### src/rtl/calc_op_sequencer.sv
// Calculator operand/operator sequencer with a registered ALU stage and result flags.
// Optional logic operators (AND/OR) are enabled by defining CALC_LOGIC_OPS_EN.
module calc_op_sequencer #(
  parameter int         W       = 8,
  parameter logic [3:0] KEY_ADD = 4'hA,
  parameter logic [3:0] KEY_SUB = 4'hB,
  parameter logic [3:0] KEY_AND = 4'hC,
  parameter logic [3:0] KEY_OR  = 4'hD,
  parameter logic [3:0] KEY_EQ  = 4'hE,
  parameter logic [3:0] KEY_CLR = 4'hF
) (
  input  logic         CLK,
  input  logic         reset,
  input  logic [3:0]   key_val,
  input  logic         key_trig,
  input  logic [W-1:0] operand,
  input  logic         operand_ovr,
  output logic [W-1:0] opA,
  output logic [W-1:0] opB,
  output logic [1:0]   op_code,
  output logic [W-1:0] result,
  output logic         res_valid,
  output logic         carry,
  output logic         ovf,
  output logic         zero,
  output logic         neg,
  output logic         err,
  output logic [1:0]   state
);

  localparam logic [1:0] S_GET_A = 2'd0;
  localparam logic [1:0] S_GET_B = 2'd1;
  localparam logic [1:0] S_SHOW  = 2'd2;
  localparam logic [1:0] S_ERR   = 2'd3;

  // armed stays low for the first cycle after reset so a key held through
  // reset release is absorbed into key_trig_q instead of firing an event.
  logic key_trig_q;
  logic armed;
  logic key_ev;

  assign key_ev = armed & key_trig & ~key_trig_q;

  logic       is_op;
  logic [1:0] op_sel;
  logic       ev_op;
  logic       ev_eq;
  logic       ev_clr;
  logic       ev_digit;

  always_comb begin
    is_op  = 1'b0;
    op_sel = 2'd0;
    if (key_val == KEY_ADD) begin
      is_op  = 1'b1;
      op_sel = 2'd0;
    end else if (key_val == KEY_SUB) begin
      is_op  = 1'b1;
      op_sel = 2'd1;
    end
`ifdef CALC_LOGIC_OPS_EN
    else if (key_val == KEY_AND) begin
      is_op  = 1'b1;
      op_sel = 2'd2;
    end else if (key_val == KEY_OR) begin
      is_op  = 1'b1;
      op_sel = 2'd3;
    end
`else
    else if (key_val == KEY_AND || key_val == KEY_OR) begin
      is_op = 1'b0;
    end
`endif
  end

  assign ev_op    = key_ev & is_op;
  assign ev_eq    = key_ev & (key_val == KEY_EQ);
  assign ev_clr   = key_ev & (key_val == KEY_CLR);
  assign ev_digit = key_ev & ~is_op & (key_val != KEY_EQ) & (key_val != KEY_CLR);

  // In SHOW a repeated equals reuses the previous result and the stored opB;
  // otherwise the live operand feeds B so the result lands on the EQ edge.
  logic [W-1:0] alu_a;
  logic [W-1:0] alu_b;
  logic [W-1:0] b_eff;
  logic         sub;
  logic [W:0]   sum;
  logic [W-1:0] alu_res;
  logic         alu_c;
  logic         alu_v;

  assign alu_a = (state == S_SHOW) ? result : opA;
  assign alu_b = (state == S_SHOW) ? opB : operand;

  always_comb begin
    sub     = (op_code == 2'd1);
    b_eff   = sub ? ~alu_b : alu_b;
    sum     = {1'b0, alu_a} + {1'b0, b_eff} + {{W{1'b0}}, sub};
    alu_res = sum[W-1:0];
    alu_c   = sum[W];
    if (sub)
      alu_v = (alu_a[W-1] != alu_b[W-1]) && (alu_res[W-1] != alu_a[W-1]);
    else
      alu_v = (alu_a[W-1] == alu_b[W-1]) && (alu_res[W-1] != alu_a[W-1]);
`ifdef CALC_LOGIC_OPS_EN
    if (op_code[1]) begin
      alu_res = op_code[0] ? (alu_a | alu_b) : (alu_a & alu_b);
      alu_c   = 1'b0;
      alu_v   = 1'b0;
    end
`endif
  end

  // res_valid qualifies result/carry/ovf/zero/neg; it is high exactly while in SHOW.
  always_ff @(posedge CLK) begin
    if (!reset) begin
      key_trig_q <= 1'b0;
      armed      <= 1'b0;
      state      <= S_GET_A;
      opA        <= '0;
      opB        <= '0;
      op_code    <= 2'd0;
      result     <= '0;
      res_valid  <= 1'b0;
      carry      <= 1'b0;
      ovf        <= 1'b0;
      zero       <= 1'b0;
      neg        <= 1'b0;
      err        <= 1'b0;
    end else begin
      key_trig_q <= key_trig;
      armed      <= 1'b1;
      if (ev_clr) begin
        state     <= S_GET_A;
        opA       <= '0;
        opB       <= '0;
        op_code   <= 2'd0;
        result    <= '0;
        res_valid <= 1'b0;
        carry     <= 1'b0;
        ovf       <= 1'b0;
        zero      <= 1'b0;
        neg       <= 1'b0;
        err       <= 1'b0;
      end else begin
        case (state)
          S_GET_A: begin
            if (ev_op) begin
              if (operand_ovr) begin
                state <= S_ERR;
                err   <= 1'b1;
              end else begin
                opA     <= operand;
                op_code <= op_sel;
                state   <= S_GET_B;
              end
            end
          end
          S_GET_B: begin
            if (ev_eq) begin
              if (operand_ovr) begin
                state <= S_ERR;
                err   <= 1'b1;
              end else begin
                opB       <= operand;
                result    <= alu_res;
                carry     <= alu_c;
                ovf       <= alu_v;
                zero      <= (alu_res == '0);
                neg       <= alu_res[W-1];
                res_valid <= 1'b1;
                state     <= S_SHOW;
              end
            end else if (ev_op) begin
              op_code <= op_sel;
            end
          end
          S_SHOW: begin
            if (ev_op) begin
              opA       <= result;
              op_code   <= op_sel;
              res_valid <= 1'b0;
              state     <= S_GET_B;
            end else if (ev_digit) begin
              res_valid <= 1'b0;
              state     <= S_GET_A;
            end else if (ev_eq) begin
              opA       <= result;
              result    <= alu_res;
              carry     <= alu_c;
              ovf       <= alu_v;
              zero      <= (alu_res == '0);
              neg       <= alu_res[W-1];
              res_valid <= 1'b1;
            end
          end
          default: begin
            err       <= 1'b1;
            res_valid <= 1'b0;
          end
        endcase
      end
    end
  end

endmodule

### config.mk
export PLATFORM = sky130hd
export DESIGN_NAME = calc_op_sequencer
export DESIGN_NICKNAME = d
export VERILOG_FILES = /design/src/rtl/calc_op_sequencer.sv
export SDC_FILE = /design/constraint.sdc
export NUM_CORES = 1
export LEC_CHECK = 0
export BUFFER_PORTS_ARGS = -buffer_cell sky130_fd_sc_hd__buf_2
export CAP_MARGIN = 0
export CORE_ASPECT_RATIO = 2
export CORE_MARGIN = 3
export CORE_UTILIZATION = 45
export DETAILED_ROUTE_END_ITERATION = 10
export PLACE_DENSITY = 0.71
export RECOVER_POWER = 25
export SETUP_SLACK_MARGIN = 0.3
export SLEW_MARGIN = 20
export SYNTH_ARGS = -nofsm -noshare
export SYNTH_HDL_FRONTEND = slang
export SYNTH_SLANG_ARGS = --single-unit
### constraint.sdc
create_clock -name CLK -period 5 [get_ports CLK]
set_input_delay 0.5 -clock CLK [delete_from_list [all_inputs] [get_ports CLK]]
set_output_delay 0.5 -clock CLK [all_outputs]
set_load 0.005 [all_outputs]
==> impl_metrics.yaml <==
setup_path:
  critPathLaunch: "state[0]$_SDFFE_PP0P_"
  critical_path_class: "reg2reg"
  end_kind: "flop"
  crit_fanout: 24
  r2r_start: "state[0]$_SDFFE_PP0P_"
  critPathLaunchType: "flop"
  required_ns: 5.20
  worstPathArrival_ns: 4.07
clock_tree:
  clk_pin_slew_ns: 0.07
  cts.sinks: 34
  htree_levels: 2
  cts-buffers-inserted: 5
  cts_tree: "done"
  clk_latency_ns: 0.29
  cts_root_buffer: "clkbuf_8"
  cts_buffer_depth: 2
  cts_resized: 0
  cts_hold_buf: 0
  cts_setup_buffers: 0
power:
  sequentialPowerShare: 0.260
  power_leakage_uw: 0.00108
  cellPowerDensity_nw_per_um2: 503
  combPwrFrac: 0.576
  p_int_uw: 737
  ir_drop_mv: 0.334
  power.switching_uw: 564
  clockPowerShare: 0.165
  sw_frac_of_total: 0.434
placement:
  hpwl_mm: 4.26
  place.gp.congestion: 0.856
  port_buffers: 48
sta:
  rsz0062_at_grt: "no"
  finClkSkew_ns: 0.00628
  setup_viol: 0
  relSlewSlack: 0.411
  drv_slew: 0
  tightest_slew_ns: 0.883
  hold_viol_final: 0
  period_share: 0.774
  layout_min_cycle_time_ns: 3.87
  max_freq_mhz: 258
  timing.hold.ws_ns: 0.453
  fin_setup_tns_ns: 0
synth:
  syn-num-nets: 308
  synth_area_leaders: "dfxtp_1 (30%), mux2i_1 (7.6%), ha_1 (6.2%)"
  synth_flop_cell: "dfxtp_1"
  synth-edff-count: 0
  ys_seq_elements: 34
  ys_warn_count: 0
  ys_async_sr_fraction: 0
  synth.avg_cell_area_sq_um: 7.99
  ys_types: 53
  ys_seq_area_frac: 0.304
  syn_inst: 280
  synth_top_area_share: 0.304
  synth_largest_area_cell: "dfxtp_1"
  mappedNetlistArea_sq_um: 2240
detailed_routing:
  first_iter_violations: 57
  drt-pass1-iter-count: 4
  drt_wl_total_mm: 5.61
  vias: 2124
  detail_route.vias_per_cell: 5.60
  wl_per_cell_um: 14.8
  drc_errors: 0
  ant_nets: 0
cells_and_area:
  antenna_cells: 0
  drive_above_1_share: 0.191
  syn2layout_area_growth_pct: 15.6
  nets: 351
global_route:
  grt_max_degree: 34
  grt_pass1_wl_mm: 9.54
  grt.overflow.total: 0
  globalRouteTotalUtil: 0.201
  antenna_found_initial: 0
  grt_pass1_vias: 2098
floorplan:
  initial_core_util: 0.477
  fp.dieH_um: 106
  rows: 35
  die_w_um: 55.9
  coreArea_sq_um: 4690
  pin_count: 50
  fp.dieArea_sq_um: 5900
flow_run:
  cap_violations: 0
min_path:
  hold_start: "key_trig"
  hold_path.class: "in2reg"
run_status:
  outcome: "complete, no violations"
-- worst max-delay path, cell delays in order, from the launching register on --
cell,delay [ns]
dfxtp_1,0.34
inv_1,0.10
ha_1,0.75
buf_4,0.32
mux2i_1,0.23
xnor2_1,0.09
ha_1,0.43
nand3_1,0.16
or3b_1,0.37
o311a_1,0.15
and3_4,0.19
or4_1,0.40
a311oi_1,0.26
-- registers in the layout, indices dropped and copies added (netlist names), 2 cells and up --
name,cells
state,2
result,8
opB,8
opA,8
-- placed cells by master (no fill, tap or decap), types with 2 or more instances in the layout --
cell and n:
nor3_1 4, nand3_1 3, clkbuf_1 9, nand3b_1 2
buf_2 40, o311ai_0 2, dfxtp_1 34, nand2_1 24
o21ai_0 26, or2_2 3, xor2_1 2, nor2_1 30
o211ai_1 3, nor2b_1 2, inv_1 25, ha_1 11
buf_4 3, clkbuf_8 6, or3_1 3, a211oi_1 13
xnor2_1 10, mux2i_1 17, a21o_1 5, o31ai_1 2
or4_1 2, a21oi_1 15
-- cell usage after synthesis, types with 4 or more instances --
master,count
a211oi_1,13
nand2_1,24
nor3_1,4
dfxtp_1,34
a21oi_1,15
mux2i_1,17
a21o_1,5
xnor2_1,10
o21ai_0,26
inv_1,25
clkbuf_1,9
ha_1,11
nor2_1,30
-- metal layers --
metal | global-route usage | share of wire | vias to the layer above
li1 | - | - | 1067
met3 | 0.0368 | 0.040 | 15
met1 | 0.197 | 0.39 | 985
met5 | 0 | 0 | -
met4 | 0.114 | 0.036 | 0
met2 | 0.380 | 0.54 | 57
-- power groups by stage --
stage | sequential, uW | clock, uW | combinational, uW
global placement | 343 | 0 | 731
floorplan | 345 | 0 | 566
CTS | 338 | 221 | 746
detailed placement | 344 | 0 | 742
global route | 343 | 231 | 839
finish | 338 | 214 | 749
-- final timing paths --
path                            slack (ns)                endpoint  cells after the start
worst min-delay path                  0.45   key_trig_q$_SDFF_PN0_                      2
worst max register to register        1.13        ovf$_SDFFE_PP0P_                     12
worst max-delay path                  1.13        ovf$_SDFFE_PP0P_                     12
worst min register to register        0.47  res_valid$_SDFFE_PP0P_                      2
-- metrics by stage --
step / power (uW) / instance area [sq um] / util / cells / setup WS [ns]
floorplan: 910 / 2240 / - / 280 / 1.47
global placement: 1070 / 2500 / 0.535 / 371 / 1.31
detailed placement: 1090 / 2500 / 0.535 / 371 / 1.18
CTS: 1300 / 2600 / 0.554 / 379 / 1.16
global route: 1410 / 2590 / 0.552 / 379 / 0.902
finish: 1300 / 2590 / 0.552 / 379 / 1.13
-- cells by family (layout without fill, tap and decap cells) --
family | Yosys count | in the layout | synth area share
AOI/OAI and AO/OA | 78 | 78 | 0.228
xor gates and xnor gates | 12 | 12 | 0.0470
adders and majority gates | 12 | 12 | 0.0705
buffers and inverters | 40 | 84 | 0.0766
DFF | 34 | 34 | 0.304
muxes | 19 | 19 | 0.0878
other | 1 | 1 | 0.00168
and+or+nand+nor | 84 | 84 | 0.185
-- cell type report --
class | instances | area (sq um)
tap | 55 | 68.8
fill | 466 | 2100
inverter | 25 | 93.8
clock buffer | 7 | 86.3
timing repair buffer | 51 | 253
clock inverter | 1 | 5.00
sequential | 34 | 681
multi-input combinational | 206 | 1400
(Power assumes the default switching activity.)
